$ cat src/rtl/serial_add_ctrl_if.sv
// serial_add_ctrl_if
//   Request/result bundle between a requesting block and serial_add_ctrl.
//   master : drives start, a, b; observes busy, done, sum, cout
//   slave  : the adder controller
interface serial_add_ctrl_if #(
  parameter int WIDTH = 8
);
  logic             start;
  logic [WIDTH-1:0] a;
  logic [WIDTH-1:0] b;
  logic             busy;
  logic             done;
  logic [WIDTH-1:0] sum;
  logic             cout;

  modport master (
    output start, a, b,
    input  busy, done, sum, cout
  );

  modport slave (
    input  start, a, b,
    output busy, done, sum, cout
  );
endinterface

$ cat src/rtl/serial_add_ctrl.sv
// ha
//   Half adder: s = x ^ y, c = x & y.
module ha (
  input  logic x,
  input  logic y,
  output logic s,
  output logic c
);
  assign s = x ^ y;
  assign c = x & y;
endmodule

// serial_add_ctrl
//   Bit-serial adder controller. It adds two WIDTH-bit operands one bit per
//   clock, LSB first, through a single full-adder cell that is built from two
//   ha instances.
//   Ports:
//     clk   : rising-edge clock
//     rst_n : synchronous reset, active-low
//     bus   : slave side of serial_add_ctrl_if
//             start/a/b in, busy/done/sum/cout out
//   sum/cout are updated only when the last bit is produced, so partial
//   results never reach the outputs.
//
//   state | meaning
//   IDLE  | waiting for start; a/b captured on the accepting edge
//   RUN   | one operand bit pair added per edge, WIDTH edges in total
//   FIN   | done pulse for one cycle; start ignored
module serial_add_ctrl #(
  parameter int WIDTH = 8
) (
  input  logic                clk,
  input  logic                rst_n,
  serial_add_ctrl_if.slave    bus
);
  localparam int CW = $clog2(WIDTH + 1);

  typedef enum logic [1:0] {
    IDLE = 2'd0,
    RUN  = 2'd1,
    FIN  = 2'd2
  } state_t;

  state_t           state_q, state_d;
  logic [WIDTH-1:0] opa_q, opb_q, res_q;
  logic [WIDTH-1:0] sum_q;
  logic             cout_q;
  logic             carry_q;
  logic [CW-1:0]    cnt_q;

  logic             s0, c0, s1, c1, fa_c;
  logic             last_bit;
  logic [WIDTH:0]   res_shift;
  logic [WIDTH-1:0] res_next;

  // full adder = two half adders plus an OR of their carries
  ha u_ha0 (.x(opa_q[0]), .y(opb_q[0]), .s(s0), .c(c0));
  ha u_ha1 (.x(s0),       .y(carry_q),  .s(s1), .c(c1));
  assign fa_c = c0 | c1;

  // new bit enters at the MSB; the widened shift keeps WIDTH=1 legal
  assign res_shift = {s1, res_q} >> 1;
  assign res_next  = res_shift[WIDTH-1:0];
  assign last_bit  = (cnt_q == CW'(WIDTH - 1));

  always_ff @(posedge clk) begin
    if (!rst_n) state_q <= IDLE;
    else        state_q <= state_d;
  end

  always_comb begin
    state_d = state_q;
    case (state_q)
      IDLE:    if (bus.start) state_d = RUN;
      RUN:     if (last_bit)  state_d = FIN;
      FIN:     state_d = IDLE;
      default: state_d = IDLE;
    endcase
  end

  always_ff @(posedge clk) begin
    if (!rst_n) begin
      opa_q   <= '0;
      opb_q   <= '0;
      res_q   <= '0;
      carry_q <= 1'b0;
      cnt_q   <= '0;
      sum_q   <= '0;
      cout_q  <= 1'b0;
    end else begin
      case (state_q)
        IDLE: begin
          if (bus.start) begin
            opa_q   <= bus.a;
            opb_q   <= bus.b;
            res_q   <= '0;
            carry_q <= 1'b0;
            cnt_q   <= '0;
          end
        end
        RUN: begin
          opa_q   <= opa_q >> 1;
          opb_q   <= opb_q >> 1;
          res_q   <= res_next;
          carry_q <= fa_c;
          cnt_q   <= cnt_q + CW'(1);
          if (last_bit) begin
            sum_q  <= res_next;
            cout_q <= fa_c;
          end
        end
        default: ;
      endcase
    end
  end

  assign bus.busy = (state_q == RUN);
  assign bus.done = (state_q == FIN);
  assign bus.sum  = sum_q;
  assign bus.cout = cout_q;
endmodule

$ cat src/flat_wrapper.sv
// flat-port wrapper written by rule: the top's interface ports become plain ports
module serial_add_ctrl_flat 
#(
  parameter int WIDTH = 8
)
  (clk, rst_n, bus_start, bus_a, bus_b, bus_busy, bus_done, bus_sum, bus_cout);
  serial_add_ctrl_if #(.WIDTH(WIDTH)) bus_i ();
  input  logic clk;
  input  logic rst_n;
  input wire logic [$bits(bus_i.start)-1:0] bus_start;
  input wire logic [$bits(bus_i.a)-1:0] bus_a;
  input wire logic [$bits(bus_i.b)-1:0] bus_b;
  output wire logic [$bits(bus_i.busy)-1:0] bus_busy;
  output wire logic [$bits(bus_i.done)-1:0] bus_done;
  output wire logic [$bits(bus_i.sum)-1:0] bus_sum;
  output wire logic [$bits(bus_i.cout)-1:0] bus_cout;
  assign bus_i.start = bus_start;
  assign bus_i.a = bus_a;
  assign bus_i.b = bus_b;
  assign bus_busy = bus_i.busy;
  assign bus_done = bus_i.done;
  assign bus_sum = bus_i.sum;
  assign bus_cout = bus_i.cout;
  serial_add_ctrl #(.WIDTH(WIDTH)) u_core (.clk(clk), .rst_n(rst_n), .bus(bus_i));
endmodule
$ cat config.mk
export PLATFORM = sky130hd
export DESIGN_NAME = serial_add_ctrl_flat
export DESIGN_NICKNAME = d
export VERILOG_FILES = /design/src/rtl/serial_add_ctrl_if.sv /design/src/rtl/serial_add_ctrl.sv /design/src/flat_wrapper.sv
export SDC_FILE = /design/constraint.sdc
export NUM_CORES = 1
export LEC_CHECK = 0
export BUFFER_PORTS_ARGS = -buffer_cell sky130_fd_sc_hd__buf_4
export CORE_ASPECT_RATIO = 1.5
export CORE_UTILIZATION = 48
export CTS_CLUSTER_DIAMETER = 120
export DETAILED_ROUTE_END_ITERATION = 16
export HOLD_SLACK_MARGIN = 0.05
export PLACE_DENSITY = 0.73
export SYNTH_ARGS = -nofsm -noshare
export SYNTH_HDL_FRONTEND = slang
export SYNTH_SLANG_ARGS = --single-unit
$ cat constraint.sdc
create_clock -name clk -period 1.4 [get_ports clk]
set_clock_uncertainty 0.1 [all_clocks]
set_input_delay 0.42 -clock clk [delete_from_list [all_inputs] [get_ports clk]]
set_output_delay 0.42 -clock clk [all_outputs]
set_load 0.005 [all_outputs]
==> results.yml <==
floorplanning:
  num_io_pins: 30
  fp-row-count: 25
  die_x_um: 49.62
  die_y_um: 73.43
  coreArea_um2: 3191
  start_util_pct: 51.18
  die-area_um2: 3644
cts:
  clock-sinks: 39
  cts_tree: "built"
  insertion_delay_ps: 290
  numCtsBuffers: 5
  hold_buffers: 0
  cts.path.max_buffers: 2
  root_buffer: "clkbuf_8"
  clkSlewWorstSetupHoldPaths_ps: 80
  cts-htree-levels: 2
worst_hold_path:
  hold_path_class: "in -> reg"
run_status:
  outcome: "finished with violations"
  violations: "negative setup slack"
place:
  portBuffers: 29
  routabilityCongestion: 0.8454
  placed_cell_area_um2: 1943
  placedCellCount: 233
  hpwl_mm: 2.430
cells_and_area:
  layout_common_cells: "buf_4, dfxtp_1, nand2_1, nor2b_1, a22o_1"
  drive_gt1_share_pct: 36.10
  nFillCells: 288
  areaGrowthSynthToFinish_pct: 31.49
  nets: 225
  layout.cells.non_filler: 245
  antenna_cells: 0
  layout_commonest_cell: "buf_4"
  finalInstanceArea_um2: 2147
setup_path:
  slowest_delay_ps: 380
  worstPathArrival_ps: 1010
  crit_chain: "buf_6 > nor2b_1 > buf_4"
  crit_buf_inv: 2
  crit_slowest_cell: "dfxtp_4"
  cp.required_ps: 880
  criticalPathCategory: "reg -> out"
  critical_path.top_delay_family: "flip-flops"
  startpoint_type: "register"
  end_kind: "output port"
  critPathMaxFanout: 6
yosys:
  ys_top_cells_by_area: "dfxtp_1, o221a_2, a22o_1"
  synth_compound_area_share_pct: 21.07
  syn_inst: 163
  synth.avg_cell_area_um2: 10.02
  synth-edff-count: 0
  synth_nets: 184
  synthAdderAreaFrac_pct: 1.992
  synth_ff_type: "dfxtp_1"
  yosys.area_share.simple_pct: 18.62
  synth_seq_cells: 39
  yosysTopAreaCellShare_pct: 47.82
  ys_seq_area_share_pct: 47.82
  synthMuxAreaShare_pct: 5.517
  synth_top_family_by_area: "compound AO/OA/AOI/OAI gates"
  postSynth.asyncResetShare_pct: 0
  synth_area_um2: 1633
  synth_cell_types: 35
  yosys_warnings: 0
  yosys.area.top_type: "dfxtp_1"
  synth_xor_area_share_pct: 0
pwr:
  comb_power_share_pct: 13.0
  vdd_drop_max_mv: 0.8593
  clkPwrFrac_pct: 41.7
  p_leak_uw: 0.0009071
  p_seq_share_pct: 45.3
  p_int_uw: 2071
  power_density_nw_per_um2: 1246
  switching_share_pct: 22.59
  p_switching_uw: 604.4
timing:
  finalCritPeriodShare_pct: 109.6
  hold_violations: 0
  finalWorstSetupSlack_ps: -133.9
  fmax_mhz: 651.9
  slew_viol_final: 0
  rsz0062_at_grt: "yes"
  tightest_slew_ps: 263.4
  maxSlewHeadroom_pct: 82.42
  fin_crit_ps: 1534
  setup_viol: 2
routing:
  avgRoutedWirePerCell_um: 15.18
  drt_iter0_drc: 26
  vias: 1357
  ant_nets: 0
  via_per_inst: 5.539
  totalWireLength_mm: 3.719
  drc: 0
  first_pass_iters: 4
global_routing:
  grt_pass1_vias: 1337
  grt_overflow: 0
  grt_max_degree: 20
  antenna_found_initial: 0
  grtUsageTotal_pct: 22.63
  grt_pass1_wl_mm: 6.168
job:
  cap_viol_max_count: 0
power by group through the flow:
stage          Sequential, µW  Combinational (µW)  Clock [µW]
6_report                 1210                 348        1120
5_1_grt                  1220                 381        1190
4_1_cts                  1210                 344        1140
3_5_place_dp             1240                 318           0
3_3_place_gp             1230                 307           0
2_1_floorplan            1220                 209           0
kinds of logic (layout without fill, tap and decap cells):
kind of cell / after synthesis / after routing
adder cells (fa/ha/maj): 2 / 2
multiplexers: 9 / 9
AND/OR/NAND/NOR: 57 / 59
buffers and inverters: 14 / 54
flip-flops: 39 / 39
AO/OA/AOI/OAI: 42 / 42
what timing repair did:
action	in CTS	in global routing
resized for setup	8	4
pin swaps	1	3
setup buffers	2	0
gates cloned	2	0
endpoints found under the setup margin	7	14
flip-flops by register name, indices dropped and copies added (netlist names):
name,count
u_core.bus.cout,1
u_core.bus.sum,8
u_core.state_q,2
u_core.opa_q,8
u_core.carry_q,1
u_core.cnt_q,4
u_core.opb_q,8
u_core.res_q,7
Yosys cell counts (all sizes together) (2+ instances only):
master,instances
nor2,9
clkbuf,6
o221a,9
a22o,11
o21ai,2
a221o,3
nor2b,12
nand2,23
a31oi,2
buf,7
mux2i,9
a21oi,10
dfxtp,39
and2,5
layer usage:
metal	up-vias	GRT usage [%]	wire, µm
met3	4	5.383	127
met2	28	40.84	2013
met5	-	0	0
met4	0	7.937	38
li1	669	-	-
met1	656	25.61	1541
path summary, 6_finish.rpt:
| path | start | cells past startpoint | to | slack (ps) |
|---|---|---|---|---|
| min reg2reg | u_core.bus.sum[2]$_SDFFE_PN0P_ | 2 | u_core.bus.sum[2]$_SDFFE_PN0P_ | 360 |
| max reg2reg | u_core.state_q[1]$_SDFFE_PN0P_ | 5 | u_core.opb_q[4]$_SDFFE_PN0P_ | 20 |
| max | u_core.state_q[0]$_SDFFE_PN0P_ | 3 | bus_done | -130 |
| min | bus_b[7] | 2 | u_core.opb_q[7]$_SDFFE_PN0P_ | 230 |
metrics by stage:
step / setup TNS, ps / setup WS [ps] / util [%] / power [µW] / hold slack (ps)
floorplan: 0 / 4.642 / - / 1432 / 337.7
global placement: -367.6 / -37.37 / 60.90 / 1540 / 344.3
detailed placement: -627.8 / -68.56 / 60.90 / 1553 / 355.2
CTS: -201.6 / -128.1 / 67.02 / 2694 / 223.3
global route: -413.4 / -167.2 / 67.29 / 2792 / 234.9
finish: -205.0 / -133.9 / 67.29 / 2676 / 230.2
layout make-up:
class | count | area [µm²] | area share (%)
sequential | 39 | 788.3 | 36.71
tap | 40 | 50.05 | 2.331
clock inverter | 3 | 67.56 | 3.147
clock buffer | 5 | 68.82 | 3.205
inverter | 1 | 6.256 | 0.2914
timing repair buffer | 45 | 369.1 | 17.19
multi-input combinational | 112 | 797.0 | 37.12
(Power assumes the default switching activity.)
